## src/rtl/inst_queue_pkg.sv

```systemverilog
// Shared widths, queue sizing defaults and the queue entry layout.
// Pure declarations: no logic, so no latency and no backpressure.
package inst_queue_pkg;
    localparam int INST_WIDTH     = 32;
    localparam int ADDR_WIDTH     = 32;
    localparam int IQ_DEPTH       = 16;
    localparam int IQ_PTR_WIDTH   = 4;
    localparam int IQ_FULL_MARGIN = 2;

    localparam logic TRUE  = 1'b1;
    localparam logic FALSE = 1'b0;

    typedef struct packed {
        logic [INST_WIDTH-1:0] inst;
        logic [ADDR_WIDTH-1:0] pc;
    } iq_entry_t;
endpackage

```

## src/rtl/inst_queue_if.sv

```systemverilog
// Fetch-side push and dispatch-side head signals of the instruction queue.
// master = fetch/dispatch environment, slave = the queue; full flag is fetch's only backpressure.
interface inst_queue_if;
    import inst_queue_pkg::*;

    logic                  rdy_inst_if_in;
    logic [INST_WIDTH-1:0] inst_if_in;
    logic [ADDR_WIDTH-1:0] pc_if_in;
    logic                  iq_full_iq_out;
    logic                  valid_dp_out;
    logic [INST_WIDTH-1:0] inst_dp_out;
    logic [ADDR_WIDTH-1:0] pc_dp_out;
    logic                  pop_dp_in;

    modport master (
        output rdy_inst_if_in, inst_if_in, pc_if_in, pop_dp_in,
        input  iq_full_iq_out, valid_dp_out, inst_dp_out, pc_dp_out
    );

    modport slave (
        input  rdy_inst_if_in, inst_if_in, pc_if_in, pop_dp_in,
        output iq_full_iq_out, valid_dp_out, inst_dp_out, pc_dp_out
    );
endinterface

```

## src/rtl/inst_queue_ram.sv

```systemverilog
// Entry storage: one synchronous write port, one asynchronous read port.
// Write lands on the clock edge, read is combinational; no backpressure of its own.
module inst_queue_ram #(
    parameter int DEPTH     = 16,
    parameter int PTR_WIDTH = 4,
    parameter int WIDTH     = 64
) (
    input  logic                 clk_in,
    input  logic                 i_wr_en,
    input  logic [PTR_WIDTH-1:0] i_wr_addr,
    input  logic [WIDTH-1:0]     i_wr_dat,
    input  logic [PTR_WIDTH-1:0] i_rd_addr,
    output logic [WIDTH-1:0]     o_rd_dat
);
    logic [WIDTH-1:0] r_mem [DEPTH];

    always_ff @(posedge clk_in) begin
        if (i_wr_en) begin
            r_mem[i_wr_addr] <= i_wr_dat;
        end
    end

    assign o_rd_dat = r_mem[i_rd_addr];
endmodule

```

## src/rtl/inst_queue.sv

```systemverilog
// Fetch-to-dispatch instruction FIFO with show-ahead head; a push is visible one cycle later.
// Full asserts FULL_MARGIN entries early to absorb in-flight fetches; refresh flushes everything.
module inst_queue
    import inst_queue_pkg::*;
#(
    parameter int DEPTH       = IQ_DEPTH,
    parameter int PTR_WIDTH   = IQ_PTR_WIDTH,
    parameter int FULL_MARGIN = IQ_FULL_MARGIN
) (
    input  logic         clk_in,
    input  logic         rst_in,
    input  logic         rdy_in,
    input  logic         refresh_rob_cdb_in,
    inst_queue_if.slave  iq
);
    localparam logic [PTR_WIDTH:0] L_DEPTH   = (PTR_WIDTH+1)'(DEPTH);
    localparam logic [PTR_WIDTH:0] L_FULL_TH = (PTR_WIDTH+1)'(DEPTH - FULL_MARGIN);

    logic [PTR_WIDTH-1:0] r_head;
    logic [PTR_WIDTH-1:0] r_tail;
    logic [PTR_WIDTH:0]   r_count;

    logic                 w_push;
    logic                 w_pop;
    logic                 w_wr_en;
    logic                 w_valid;
    logic [PTR_WIDTH:0]   w_count_next;
    iq_entry_t            w_head_ent;

    assign w_push       = iq.rdy_inst_if_in && (r_count != L_DEPTH);
    assign w_pop        = iq.pop_dp_in && (r_count != '0);
    assign w_count_next = r_count + (PTR_WIDTH+1)'(w_push) - (PTR_WIDTH+1)'(w_pop);

    // Array write must follow the same priority as the pointers so a stalled or flushed push never lands.
    assign w_wr_en = !rst_in && rdy_in && !refresh_rob_cdb_in && w_push;

    always_ff @(posedge clk_in) begin
        if (rst_in) begin
            r_head  <= '0;
            r_tail  <= '0;
            r_count <= '0;
        end else if (refresh_rob_cdb_in && rdy_in) begin
            r_head  <= '0;
            r_tail  <= '0;
            r_count <= '0;
        end else if (rdy_in) begin
            if (w_push) begin
                r_tail <= r_tail + PTR_WIDTH'(1);
            end
            if (w_pop) begin
                r_head <= r_head + PTR_WIDTH'(1);
            end
            r_count <= w_count_next;
        end
    end

    inst_queue_ram #(
        .DEPTH     (DEPTH),
        .PTR_WIDTH (PTR_WIDTH),
        .WIDTH     ($bits(iq_entry_t))
    ) u_ram (
        .clk_in    (clk_in),
        .i_wr_en   (w_wr_en),
        .i_wr_addr (r_tail),
        .i_wr_dat  ({iq.inst_if_in, iq.pc_if_in}),
        .i_rd_addr (r_head),
        .o_rd_dat  (w_head_ent)
    );

    // Full depends on the count register alone: fetch closes a combinational loop through it otherwise.
    assign w_valid           = (r_count != '0);
    assign iq.valid_dp_out   = w_valid;
    assign iq.iq_full_iq_out = (r_count >= L_FULL_TH) ? TRUE : FALSE;
    assign iq.inst_dp_out    = w_valid ? w_head_ent.inst : '0;
    assign iq.pc_dp_out      = w_valid ? w_head_ent.pc   : '0;
endmodule

```

## src/flat_wrapper.sv

```systemverilog
// flat-port wrapper written by rule: the top's interface ports become plain ports
module inst_queue_flat import inst_queue_pkg::*;
#(
    parameter int DEPTH       = IQ_DEPTH,
    parameter int PTR_WIDTH   = IQ_PTR_WIDTH,
    parameter int FULL_MARGIN = IQ_FULL_MARGIN
)
  (clk_in, rst_in, rdy_in, refresh_rob_cdb_in, iq_rdy_inst_if_in, iq_inst_if_in, iq_pc_if_in, iq_pop_dp_in, iq_iq_full_iq_out, iq_valid_dp_out, iq_inst_dp_out, iq_pc_dp_out);
  inst_queue_if iq_i ();
  input  logic clk_in;
  input  logic rst_in;
  input  logic rdy_in;
  input  logic refresh_rob_cdb_in;
  input wire logic [$bits(iq_i.rdy_inst_if_in)-1:0] iq_rdy_inst_if_in;
  input wire logic [$bits(iq_i.inst_if_in)-1:0] iq_inst_if_in;
  input wire logic [$bits(iq_i.pc_if_in)-1:0] iq_pc_if_in;
  input wire logic [$bits(iq_i.pop_dp_in)-1:0] iq_pop_dp_in;
  output wire logic [$bits(iq_i.iq_full_iq_out)-1:0] iq_iq_full_iq_out;
  output wire logic [$bits(iq_i.valid_dp_out)-1:0] iq_valid_dp_out;
  output wire logic [$bits(iq_i.inst_dp_out)-1:0] iq_inst_dp_out;
  output wire logic [$bits(iq_i.pc_dp_out)-1:0] iq_pc_dp_out;
  assign iq_i.rdy_inst_if_in = iq_rdy_inst_if_in;
  assign iq_i.inst_if_in = iq_inst_if_in;
  assign iq_i.pc_if_in = iq_pc_if_in;
  assign iq_i.pop_dp_in = iq_pop_dp_in;
  assign iq_iq_full_iq_out = iq_i.iq_full_iq_out;
  assign iq_valid_dp_out = iq_i.valid_dp_out;
  assign iq_inst_dp_out = iq_i.inst_dp_out;
  assign iq_pc_dp_out = iq_i.pc_dp_out;
  inst_queue #(.DEPTH(DEPTH), .PTR_WIDTH(PTR_WIDTH), .FULL_MARGIN(FULL_MARGIN)) u_core (.clk_in(clk_in), .rst_in(rst_in), .rdy_in(rdy_in), .refresh_rob_cdb_in(refresh_rob_cdb_in), .iq(iq_i));
endmodule
```

## config.mk

```make
export PLATFORM = sky130hd
export DESIGN_NAME = inst_queue_flat
export DESIGN_NICKNAME = d
export VERILOG_FILES = /design/src/rtl/inst_queue_pkg.sv /design/src/rtl/inst_queue_if.sv /design/src/rtl/inst_queue_ram.sv /design/src/rtl/inst_queue.sv /design/src/flat_wrapper.sv
export SDC_FILE = /design/constraint.sdc
export NUM_CORES = 1
export LEC_CHECK = 0
export CAP_MARGIN = 10
export CORE_MARGIN = 4
export CORE_UTILIZATION = 40
export CTS_CLUSTER_SIZE = 10
export DETAILED_ROUTE_END_ITERATION = 8
export GPL_TIMING_DRIVEN = 1
export SLEW_MARGIN = 20
export SYNTH_ARGS = -nofsm -noshare
export SYNTH_HDL_FRONTEND = slang
export SYNTH_SLANG_ARGS = --single-unit
```

## constraint.sdc

```tcl
create_clock -name clk_in -period 9.3 [get_ports clk_in]
set_clock_uncertainty 0.15 [all_clocks]
set_input_delay 2.325 -clock clk_in [delete_from_list [all_inputs] [get_ports clk_in]]
set_output_delay 2.325 -clock clk_in [all_outputs]
set_load 0.01 [all_outputs]
```

# --- Word level (Yosys, flattened, before mapping) ---
# Memories as Yosys holds them, arrays and structs flattened. A register that Yosys moved wholly into a read port is not among the register bits.
# Cells that the tools add are included.
word_totals:
  ff_bits: 13
  ramBits: 1024
  inputBits: 70
  out_inout_bits: 66
  memories: 1
classes:
  add_sub_neg: 4
  magnitude_cmp: 1
  n_eq_ne: 1
  mux: 7
  reduce_logical: 12
memory_table:
  columns: ["memory", "depth", "width", "read_ports", "rd_ports_with_merged_regs", "write_ports", "line_no", "text"]
  rows:
  - ["u_core.u_ram.r_mem", 16, 64, 1, 1, 1, "inst_queue_ram.sv:15", "logic [WIDTH-1:0] r_mem [DEPTH];"]
op_table:
  columns: ["cell", "n"]
  rows:
  - ["$mux 32", 2]
  - ["$add 4x1->4 const B", 2]
  - ["$mux 4", 2]
  - ["$logic_and 1x1->1", 6]
  - ["$add 5x1->5", 1]
  - ["$ge 5x4->1 const B", 1]
  - ["$ne 5x5->1 const B", 1]
  - ["$reduce_bool 5->1", 1]
  - ["$sub 5x1->5", 1]
  - ["$reduce_and 2->1", 2]
  - ["$mux 1", 3]
  - ["$logic_not 1->1", 2]
  - ["$reduce_or 2->1", 1]

# --- Depth between registers and ports, before layout ---
# Gate-level depths: netlist of run 1.
depth:
  word_depth: 6
  mapped_depth: 13
  mapped_depth_nobuf: 13

# --- Cells and area by module ---
# Synthesis of run 1 repeated with hierarchy kept, for this count alone.
unflattened:
  cells_unflattened: 1739
  area_unflattened_um2: 39534.2
modules_own_cells:
  columns: ["module", "n_inst", "cells_per_inst", "area_each_um2", "seq_area_each_um2"]
  rows:
  - ["inst_queue_ram", 1, 1583, 38300.5, 30749.5]
  - ["inst_queue", 1, 156, 1233.7, 260.2]

# --- Least setup slack after synthesis of run 1 ---
# No wires, ideal clock.
synth_path:
  kind: "input to register"
  startpoint: "input iq_rdy_inst_if_in"
  endpoint: "memory u_core.u_ram.r_mem[0][0] (enable)"
  setup_time_ns: 0.564
  arrival_ns: 7.327
  setup_slack_ns: 1.258
  cell_stages: 4
  path_cell_list: "nand2_1 nor4_1 nand2_1 nor3_1"
synth_via:
  elab_chain_cells: 4
synth_rtl:
  columns: ["element", "line_no", "text"]
  rows:
  - ["from (decl)", "flat_wrapper.sv:14", "input wire logic [$bits(iq_i.rdy_inst_if_in)-1:0] iq_rdy_inst_if_in;"]
  - ["$logic_and 1x1->1", "inst_queue.sv:30", "assign w_push = iq.rdy_inst_if_in && (r_count != L_DEPTH);"]
  - ["$logic_and 1x1->1", "inst_queue.sv:35", "assign w_wr_en = !rst_in && rdy_in && !refresh_rob_cdb_in && w_push;"]
  - ["$mux 1", "inst_queue_ram.sv:18", "if (i_wr_en) begin"]
  - ["$mux 1 (implied by the code)", "inst_queue_ram.sv:19", "r_mem[i_wr_addr] <= i_wr_dat;"]
  - ["to (decl)", "inst_queue_ram.sv:15", null]
# Every way passes these cells.

# --- Worst setup path in the final report of run 1 ---
layout_path:
  startpoint: "register u_core.r_count[2]"
  endpoint: "output iq_inst_dp_out[30]"
layout_via:
  elab_chain_cells: 2
layout_rtl:
  columns: ["element", "line_no", "text"]
  rows:
  - ["from (decl)", "inst_queue.sv:21", "logic [PTR_WIDTH:0] r_count;"]
  - ["from (signal assigned)", "inst_queue.sv:53", "r_count <= w_count_next;"]
  - ["$reduce_bool 5->1", "inst_queue.sv:71", "assign w_valid = (r_count != '0);"]
  - ["$mux 32", "inst_queue.sv:74", "assign iq.inst_dp_out = w_valid ? w_head_ent.inst : '0;"]
  - ["to (decl)", "flat_wrapper.sv:20", "output wire logic [$bits(iq_i.inst_dp_out)-1:0] iq_inst_dp_out;"]
# Every way passes these cells.

==> run summary, run 1 <==
outcome -> finished, final reports clean
die area -> 103,000 um^2
GPL Wtd Cong -> 0.723
fin crit period -> 6580 ps
final slew viol count -> 0
Yosys reg bits -> 1,041
ys async rst share -> 0
XOR/XNOR Fraction of Synth Area -> 0.00156
clk_lat worst skew -> 670 ps
fill cell count -> 7,829
via count of the first global-routing pass -> 19.0k
Total Power -> 10.2 mW
grt total ovfl -> 0
setup bufs post-CTS -> 0
Synth cell types -> 40
initial core utilization -> 0.405
core area -> 97,100 um^2
CTS root buffer -> clkbuf_16
first-pass GRT wire length -> 126 mm
CTS Buf Count -> 116
Synth Area in Adders -> 0.00496
top-level port count -> 136
WL final -> 84.2 mm
multi-input logic area -> 7860 um^2
Vias/cell -> 5.57
HP Start -> u_core.r_head[3]$_SDFFE_PP0P_
nets -> 1,940
Clock Pin Slew Worst Setup and Hold Paths -> 60 ps
Port Buf Inserts -> 135
number of synthesized flops with an enable pin -> 1,024
Syn. warnings -> 0
Critical Path Start -> u_core.r_count[2]$_SDFFE_PP0P_
Data required, critical path -> 6830 ps
pwr dens -> 225 nW/um^2
largest cells by area after synthesis -> edfxtp_1 (78%), mux4_2 (15%), a221o_1 (1.3%), a22o_1 (1.1%), dfxtp_1 (0.87%)
Hold Path Class -> reg2reg
Synth Net Count -> 1,742
CP Data Arrival Time -> 4100 ps
Layout area overhead -> 15.3%
CTS HTree Levels -> 3
setup violators final -> 0
cells after synthesis -> 1,657
unrepaired setup endpoints after global routing -> no
Vias -> 17.7k
Max clock buf depth -> 3
pin count of the biggest net entering global routing -> 96
Worst Tran Pin Value -> 1100 ps
post-cts sizing count -> 0
top cell type's share of synthesized area -> 0.782
initial drt markers -> 1,679
synth cell count leaders -> edfxtp_1 (1,024), mux4_2 (255), a221o_1 (50), a22o_1 (50), clkbuf_1 (41)
Post-Syn Area -> 39,300 um^2
hold buffers post-CTS -> 0
most frequent cell after synthesis -> edfxtp_1
CTS sink cnt -> 1,041
Rel. slew slack -> 0.267
Synth Area in Compound Gates -> 0.0292
total negative slack -> 0 ps
post-DP HPWL -> 46.8 mm
WHS -> 362 ps
fraction of layout cells with a size suffix above 1 -> 0.232
Synth Area in Simple Gates -> 0.0133
Final Hold Vio Count -> 0
number of max-cap violations -> 0
largest family of logic cells by synthesized area -> multiplexers
Die Ht -> 322 um
sequential fraction of the synthesis area -> 0.790
WL/cell -> 26.5 um
Tot GR Track Use -> 0.164
Die Wd -> 322 um
RR Startpoint -> u_core.r_count[2]$_SDFFE_PP0P_
site row count -> 114
Synth Flop Type -> edfxtp_1
CTS tree -> yes
antenna violations before repair -> 4
Avg Inst Size Synth -> 23.7 um^2
Achievable Freq -> 152 MHz
P_leak -> 13.7 nW
Worst Path Max Fanout -> 31
VDD IR-drop max -> 0.000174 V
drt pass-1 iters -> 5
Worst Path Class, Setup -> reg2out
Worst setup EP type -> output port
Synth area leader -> edfxtp_1
crit share post-route -> 0.707
Antenna Nets Post-Route -> 0
mux cell area share after synthesis -> 0.147
register area -> 31,100 um^2
detailed-route DRC error count -> 0
Worst setup SP type -> flop
registers in the layout (all words and copies together), names as in the netlist, named ones only:
register            cells
u_core.r_tail           4
u_core.r_count          5
u_core.r_head           4
u_core.u_ram.r_mem   1024
cell type report:
type | instances | share of cell area
sequential | 1041 | 0.685
antenna | 4 | 0.000221
inverter | 10 | 0.000827
multi-input combinational | 517 | 0.173
tap | 1276 | 0.0352
clock inverter | 8 | 0.00190
timing repair buffer | 169 | 0.0360
clock buffer | 148 | 0.0673
cell families after synthesis:
kind of cell | count (synthesis)
flip-flops | 1041
multiplexers | 260
AO/OA/AOI/OAI | 132
AND/OR/NAND/NOR | 103
buffers and inverters | 99
adder cells (fa/ha/maj) | 15
XOR/XNOR | 7
placed cells by master, fill, tap and decap left out, types with 6 or more instances in the layout:
cell type and count:
a22oi_1 14, clkbuf_16 117, buf_4 32, inv_1 9, a221o_1 50, nand3_1 18
nand2b_1 15, o21ai_0 6, clkdlybuf4s50_1 135, dfxtp_1 14, mux4_2 255, edfxtp_1 1024
ha_1 14, clkbuf_1 30, a22o_1 50, nor2_4 13, nor2_1 12, a21oi_1 7
nand2_1 22
metrics by stage:
| stage | util | area [um^2] | setup WS, ps | std cells |
|---|---|---|---|---|
| CTS | 0.467 | 45400 | 2670 | 3169 |
| finish | 0.467 | 45400 | 2720 | 3173 |
| global placement | 0.435 | 42200 | 2670 | 3013 |
| global route | 0.467 | 45400 | 2510 | 3169 |
| floorplan | - | 39300 | 1260 | 1657 |
| detailed placement | 0.435 | 42200 | 2590 | 3013 |
final timing paths:
path                                          end  slack (ps)  cells after the start
max                            iq_inst_dp_out[30]        2720                      9
min                                          flop         360                      2
max reg2reg  u_core.u_ram.r_mem[15][53]$_DFFE_PP_        5010                      8
min reg2reg                                  flop         360                      2
critical path, stage by stage (launching register included):
cell             delay (ps)
dfxtp_1                 410
inv_1                    90
ha_1                    220
nor4b_4                 170
inv_2                   230
and3_2                  570
buf_4                   550
a22oi_1                 190
o41ai_1                 250
clkdlybuf4s50_1         700
power breakdown:
part	switching (mW)	total [mW]	internal [mW]
Sequential	0.0223	5.20	5.17
Combinational	0.573	1.11	0.535
Clock	1.66	3.92	2.26
routing by layer:
layer	track usage	wire length (um)	part of all wire
met5	0	12	0.00014
met4	0.0420	1470	0.017
met1	0.228	36200	0.43
met3	0.0332	5180	0.062
met2	0.267	41300	0.49
(Power assumes the default switching activity.)
==> run 2: changes to the inputs <==
Clock period 9.3 ns to 6 ns, I/O delays scaled along.
==> run summary, run 2 (synthesized netlist as in run 1, its figures left out) <==
initial drt markers -> 1,800
CTS root buffer -> clkbuf_16
pin count of the biggest net entering global routing -> 71
site row count -> 114
max reg flops -> 1,024
unrepaired setup endpoints after global routing -> no
CTS tree -> yes
total negative slack -> 0 ps
Worst Tran Pin Value -> 1020 ps
GPL Wtd Cong -> 0.713
die area -> 103,000 um^2
fraction of layout cells with a size suffix above 1 -> 0.243
core area -> 97,100 um^2
grt total ovfl -> 0
CTS Buf Count -> 115
initial core utilization -> 0.405
final slew viol count -> 0
hold buffers post-CTS -> 0
Antenna Nets Post-Route -> 0
Port Buf Inserts -> 135
P_leak -> 13.9 nW
Placed Instances -> 3,035
detailed-route DRC error count -> 0
Tot GR Track Use -> 0.174
antenna violations before repair -> 8
top-level port count -> 136
WL final -> 89.3 mm
VDD IR-drop max -> 0.000227 V
Clock Pin Slew Worst Setup and Hold Paths -> 60 ps
non-filler instance count after layout -> 3,184
WL/cell -> 28.0 um
Worst Path Class, Setup -> reg2out
most common cell after layout, fill and taps aside -> edfxtp_1
post-cts sizing count -> 0
dpl cell area -> 42,800 um^2
pwr dens -> 345 nW/um^2
drt pass-1 iters -> 5
number of max-cap violations -> 0
Layout area overhead -> 16.7%
nets -> 1,962
Rel. slew slack -> 0.310
Achievable Freq -> 178 MHz
Worst setup SP type -> flop
Top Registers -> u_core.u_ram.r_mem x1024, u_core.r_count x5
setup violators final -> 0
Die Ht -> 322 um
via count of the first global-routing pass -> 19.2k
Worst setup EP type -> output port
CTS HTree Levels -> 3
outcome -> finished, final reports clean
Vias/cell -> 5.68
CP Data Arrival Time -> 3970 ps
CTS sink cnt -> 1,041
crit share post-route -> 0.936
Hold Path Class -> reg2reg
Max clock buf depth -> 3
Data required, critical path -> 4350 ps
first-pass GRT wire length -> 132 mm
fin crit period -> 5620 ps
clk_lat worst skew -> 680 ps
Vias -> 18.1k
WHS -> 406 ps
Worst Path Max Fanout -> 21
Final Hold Vio Count -> 0
Die Wd -> 322 um
design area -> 45,900 um^2
post-DP HPWL -> 47.2 mm
Reg with most FFs -> u_core.u_ram.r_mem
commonest cells after routing, fill and taps aside -> edfxtp_1 (1,024), mux4_2 (255), clkdlybuf4s50_1 (135), clkbuf_16 (118)
setup bufs post-CTS -> 0
[run 2: changes by cell type in the layout (fill, tap and decap cells not counted), sizes merged]
cell	before	now
clkbuf	148	137
clkinv	5	4
clkinvlp	0	1
diode	4	3
buf	34	57
[run 2: worst paths after layout]
path | from | to | slack (ps) | cells after the start
setup / recovery | u_core.r_count[2]$_SDFFE_PP0P_ | iq_pc_dp_out[4] | 380 | 8
hold / removal | u_core.r_count[2]$_SDFFE_PP0P_ | u_core.r_count[2]$_SDFFE_PP0P_ | 410 | 2
setup reg to reg | u_core.r_count[2]$_SDFFE_PP0P_ | u_core.u_ram.r_mem[3][41]$_DFFE_PP_ | 2330 | 7
hold reg to reg | u_core.r_count[2]$_SDFFE_PP0P_ | u_core.r_count[2]$_SDFFE_PP0P_ | 410 | 2
[run 2: final cells by class]
class / instances / area (um^2)
Tap cell: 1276 / 1600
Clock buffer: 137 / 3020
Clock inverter: 8 / 72.6
Inverter: 10 / 37.5
Timing Repair Buffer: 192 / 2170
Multi-Input combinational cell: 517 / 7880
Fill cell: 7727 / 51200
Sequential cell: 1041 / 31100
Antenna cell: 3 / 7.51
[run 2: layer usage]
metal  global-route usage  part of all wire  up-vias
met2                0.289              0.50      506
met4               0.0420             0.016        8
li1                     -                 -     7559
met1                0.242              0.43     9912
met3               0.0319             0.056       98
met5                    0           0.00063        -
[run 2: power by group]
part / internal [mW] / total (mW) / switching (mW)
clock: 3.48 / 6.03 / 2.55
sequential: 8.02 / 8.05 / 0.0291
combinational: 0.848 / 1.74 / 0.887
[run 2: stage by stage]
step / setup slack, ps / power (mW) / utilization
2_1_floorplan: 497 / 9.12 / -
3_3_place_gp: 862 / 9.94 / 0.440
3_5_place_dp: 812 / 9.96 / 0.440
4_1_cts: 303 / 16.0 / 0.472
5_1_grt: 179 / 16.4 / 0.472
6_report: 381 / 15.8 / 0.472
[run 2: worst max-delay path: stages, from the launching register on]
cell and delay [ps]:
dfxtp_1 350, inv_1 100, ha_1 180, nor4b_4 550, inv_2 190, and3_2 540
buf_4 370, a221o_1 450, clkdlybuf4s50_1 530
